<file path="src/rtl/hdl_pkg.sv">
// Shared constants and helpers for the datapath storage elements.
package hdl_pkg;

    // Per-bit reset value; replicated to the word width at each use site.
    localparam logic REG_RESET = 1'b0;

    // Address width for a given depth, never narrower than one bit.
    function automatic int addr_width(input int depth);
        return (depth <= 2) ? 1 : $clog2(depth);
    endfunction

endpackage

</file>
<file path="src/rtl/demux_n.sv">
// N-way write-enable decoder: one-hot select, all zeros when disabled or out of range.
module demux_n #(
    parameter int N  = 8,
    parameter int AW = 3
) (
    input  logic          i_en,
    input  logic [AW-1:0] i_addr,
    output logic [N-1:0]  o_onehot
);

    always_comb begin
        o_onehot = '0;
        for (int unsigned i = 0; i < N; i++) begin
            if (i_en && (32'(i_addr) == i)) begin
                o_onehot[i] = 1'b1;
            end
        end
    end

endmodule

</file>
<file path="src/rtl/reg_bank.sv">
// Register bank: one write port, two combinational read ports, sync clear, optional bypass.
module reg_bank
    import hdl_pkg::*;
#(
    parameter int WIDTH  = 16,
    parameter int DEPTH  = 8,
    parameter int AW     = addr_width(DEPTH),
    parameter int BYPASS = 0
) (
    input  logic             clk,
    input  logic             rst_n,
    input  logic             clr,
    input  logic             we,
    input  logic [AW-1:0]    waddr,
    input  logic [WIDTH-1:0] wdata,
    input  logic [AW-1:0]    raddr_a,
    output logic [WIDTH-1:0] rdata_a,
    input  logic [AW-1:0]    raddr_b,
    output logic [WIDTH-1:0] rdata_b
);

    logic [WIDTH-1:0] r_mem [DEPTH];
    logic [DEPTH-1:0] w_we_onehot;
    logic [WIDTH-1:0] w_mem_a;
    logic [WIDTH-1:0] w_mem_b;
    logic             w_wr_live;
    logic             w_hit_a;
    logic             w_hit_b;

    demux_n #(
        .N  (DEPTH),
        .AW (AW)
    ) u_wr_demux (
        .i_en     (we),
        .i_addr   (waddr),
        .o_onehot (w_we_onehot)
    );

    always_ff @(posedge clk or negedge rst_n) begin
        if (!rst_n) begin
            for (int unsigned i = 0; i < DEPTH; i++) begin
                r_mem[i] <= {WIDTH{REG_RESET}};
            end
        end else if (clr) begin
            for (int unsigned i = 0; i < DEPTH; i++) begin
                r_mem[i] <= {WIDTH{REG_RESET}};
            end
        end else begin
            for (int unsigned i = 0; i < DEPTH; i++) begin
                if (w_we_onehot[i]) begin
                    r_mem[i] <= wdata;
                end
            end
        end
    end

    // Read muxes compare against every in-range index, so out-of-range reads fall to zero.
    always_comb begin
        w_mem_a = '0;
        w_mem_b = '0;
        for (int unsigned i = 0; i < DEPTH; i++) begin
            if (32'(raddr_a) == i) begin
                w_mem_a = r_mem[i];
            end
            if (32'(raddr_b) == i) begin
                w_mem_b = r_mem[i];
            end
        end
    end

    assign w_wr_live = (|w_we_onehot) && !clr;
    assign w_hit_a   = (BYPASS != 0) && w_wr_live && (raddr_a == waddr);
    assign w_hit_b   = (BYPASS != 0) && w_wr_live && (raddr_b == waddr);

    assign rdata_a = w_hit_a ? wdata : w_mem_a;
    assign rdata_b = w_hit_b ? wdata : w_mem_b;

endmodule

</file>
<file path="config.mk">
export PLATFORM = sky130hd
export DESIGN_NAME = reg_bank
export DESIGN_NICKNAME = d
export VERILOG_FILES = /design/src/rtl/hdl_pkg.sv /design/src/rtl/demux_n.sv /design/src/rtl/reg_bank.sv
export SDC_FILE = /design/constraint.sdc
export NUM_CORES = 1
export LEC_CHECK = 0
export BUFFER_PORTS_ARGS = -buffer_cell sky130_fd_sc_hd__buf_2
export CAP_MARGIN = 40
export CORE_ASPECT_RATIO = 1.2
export CORE_MARGIN = 1.5
export CORE_UTILIZATION = 50
export CTS_BUF_LIST = sky130_fd_sc_hd__clkbuf_16
export CTS_CLUSTER_DIAMETER = 40
export DETAILED_ROUTE_END_ITERATION = 10
export PLACE_DENSITY = 0.67
export SLEW_MARGIN = 20
export SYNTH_ARGS = -nofsm -noshare
export SYNTH_HDL_FRONTEND = slang
export SYNTH_SLANG_ARGS = --single-unit
</file>
<file path="constraint.sdc">
create_clock -name clk -period 3.6 [get_ports clk]
set_input_delay 1.08 -clock clk [delete_from_list [all_inputs] [get_ports clk]]
set_output_delay 1.08 -clock clk [all_outputs]
set_load 0.005 [all_outputs]
</file>
==> flow_metrics.py <==
metrics = {
    "global_routing": {
        "grt_max_degree": 85,
        "grt_antenna_before_repair": 1,
        "grt.total_usage_pct": 32.6,
        "grt_pass1_wl_mm": 37.9,
        "grt_pass1_vias": 6642,
        "grt_remaining_overflow": 0,
    },
    "outcome": {
        "status": "complete, no violations",
    },
    "route": {
        "antenna_left": 0,
        "wl_mm": 24.2,
        "met1_length_mm": 9.64,
        "highest_layer": "met4",
        "wl_met3_mm": 2.16,
        "wl_per_cell_um": 21.8,
        "via_per_inst": 6.18,
        "wl_met2_mm": 11.4,
        "first_iter_violations": 755,
        "drc": 0,
        "num_vias": 6847,
        "drt_pass1_iterations": 5,
    },
    "setup_path": {
        "rr_startpoint": "r_mem[19]",
        "max_stage_delay_ns": 0.31,
        "cp.required_ns": 2.52,
        "worst-path-stages": 7,
        "arrival_ns": 2.45,
        "cpLargestDelayFamily": "buffers and inverters",
        "cp-startpoint": "raddr_b[1]",
        "critPathSlowestCell": "a211o_1",
        "crit_top_cell": "buf_2",
        "worstSetupPathType": "in2out",
        "endpoint_kind": "output port",
        "cp_max_fo": 24,
        "timing.critical_path.buf_inv": 4,
        "worstRegToRegCells": 2,
        "crit_chain": "buf_2 > buf_12 > buf_4 > mux2i_1 > o2bb2ai_1 > a211o_1 > buf_2",
        "startpoint_type": "input port",
    },
    "pwr": {
        "p_leak_nw": 3.76,
        "p_per_area_nw_per_um2": 452,
        "max-vdd-ir-drop_uv": 338,
    },
    "placement": {
        "placed_cells": 1075,
        "hpwl_mm": 14.8,
        "place_area_um2": 7850,
        "port_buffers": 60,
        "gp_congestion": 0.853,
    },
    "sta": {
        "relSlewSlack_pct": 41.5,
        "fin_worst_skew_ns": 0,
        "holdWs_ns": 0.525,
        "period_minus_slack_ns": 3.53,
        "drv_slew": 0,
        "max_freq_mhz": 283,
        "tns_ns": 0,
        "worstMarginPinSlew_ns": 0.878,
        "rsz0062_at_grt": "false",
        "fin_crit_sh_pct": 98.2,
        "finalSetupViolCount": 0,
        "report.final.hold_viol_count": 0,
    },
    "clock_tree": {
        "postCtsSetupBuffers": 0,
        "cts_buffers": 17,
        "cts-resized-gates": 1,
        "cts_sinks": 128,
        "cts_tree": "yes",
        "clk_pin_slew_ns": 0.06,
        "root_buffer": "clkbuf_16",
        "hold_buffers": 0,
        "clock_path_buffers": 2,
        "clock_latency_ns": 0.43,
        "h-tree-depth": 4,
    },
    "die": {
        "chipWidth_um": 115,
        "dieArea_um2": 15700,
        "start_util_pct": 51.5,
        "row_count": 48,
        "die_y_um": 137,
        "ios": 61,
        "core_um2": 14500,
    },
    "layout": {
        "seqCellArea_um2": 3200,
        "fill_cells": 1257,
        "final_util_pct": 58.8,
        "top_register": "r_mem",
        "area_delta_synth_final_pct": 14.0,
        "final_nets": 923,
        "multi_input_area_um2": 3670,
        "reg_top3": "r_mem: 128 flops",
        "layout.cells.non_filler": 1108,
        "final_cell_area_um2": 8510,
        "layout-drive-gt1-share_pct": 14.8,
        "largest_register_ffs": 128,
    },
    "logic_synthesis": {
        "ys_types": 36,
        "syn-mean-instance-area_um2": 8.55,
        "synth_seq_cells": 128,
        "synth_warnings": 0,
        "syn-instance-count": 872,
        "netlist_area_um2": 7460,
        "ys_seq_area_share_pct": 42.9,
        "synth_ff_type": "dfrtp_1",
        "synth_edf_count": 0,
        "syn-num-nets": 901,
        "async_flop_share_pct": 100,
    },
    "min_path": {
        "min-delay-start": "r_mem[37]",
        "hold_class": "reg2reg",
        "min_path_cells": 2,
    },
    "flow_run": {
        "maxCapViolations": 0,
    },
}
-- cell usage in the layout (no fill, tap or decap), types with 17 or more instances in the layout --
| master | synthesis | layout |
|---|---|---|
| nand2_1 | 274 | 274 |
| a21oi_1 | 128 | 128 |
| dfrtp_1 | 128 | 128 |
| mux2i_1 | 95 | 95 |
| buf_2 | 35 | 58 |
| buf_4 | 23 | 30 |
| inv_1 | 17 | 17 |
| o21ai_0 | 17 | 17 |
| clkbuf_16 | 0 | 17 |
-- kinds of logic after synthesis --
family / count (synthesis) / share of synthesized area (%)
AOI/OAI and AO/OA: 222 / 18.2
buffers and inverters: 109 / 7.83
DFF: 128 / 42.9
muxes: 96 / 13.0
and+or+nand+nor: 317 / 17.9
-- Yosys cell counts (all sizes together) (2+ instances only) --
library cell | count | share of area (%)
a22oi | 16 | 1.6
o2bb2ai | 14 | 1.6
nand2 | 274 | 14
a32o | 16 | 2.1
nand2b | 2 | 0.17
clkbuf | 28 | 1.4
a21oi | 128 | 8.6
nand4bb | 3 | 0.45
mux2i | 95 | 13
inv | 17 | 0.86
and4bb | 3 | 0.50
and2 | 2 | 0.17
o22ai | 15 | 1.3
buf | 64 | 5.6
nand4b | 3 | 0.35
dfrtp | 128 | 43
a211o | 15 | 1.8
and4b | 3 | 0.40
nor2 | 15 | 0.75
nor2b | 2 | 0.17
o21ai | 17 | 1.1
-- worst min-delay path, delay by kind of cell, from the launching register on --
family	cells	cell delay [ns]
flip-flops	1	0.38
AO/OA/AOI/OAI	1	0.05
AND/OR/NAND/NOR	1	0.06
-- metal layers --
metal  GRT usage, %  vias up
li1               -     3052
met1           42.4     3345
met2           50.5      365
met3           8.95       85
met4           15.5        0
met5              0        -
-- metrics by stage --
stage	total power [mW]	setup slack (ns)
floorplan	1.76	0.486
detailed placement	1.93	-0.0183
CTS	3.84	0.0859
global route	3.95	0.0100
global placement	1.92	0.0449
finish	3.84	0.0651
-- power by group --
| group | switching, mW | internal (mW) |
|---|---|---|
| Sequential | 0.0239 | 1.47 |
| Combinational | 0.272 | 0.146 |
| Clock | 0.695 | 1.24 |
| Total | 0.991 | 2.85 |
-- layout make-up --
class / instances / area share [%]
diodes: 1 / 0.0294
clock buffers: 17 / 5.00
clock inverters: 15 / 2.74
inverters: 17 / 0.750
multi-input cells: 635 / 43.2
flip-flops and latches: 128 / 37.7
well taps: 200 / 2.94
repair buffers: 95 / 7.71
-- final timing paths --
| check | endpoint | slack [ns] |
|---|---|---|
| min in group asynchronous | r_mem[33] | 0.68 |
| max reg2reg | r_mem[19] | 2.88 |
| max in group asynchronous | r_mem[105] | 2.03 |
| min reg2reg | r_mem[37] | 0.53 |
| max | rdata_b[10] | 0.07 |
| min | r_mem[37] | 0.53 |
No activity file was read; power rests on OpenSTA's default activity.
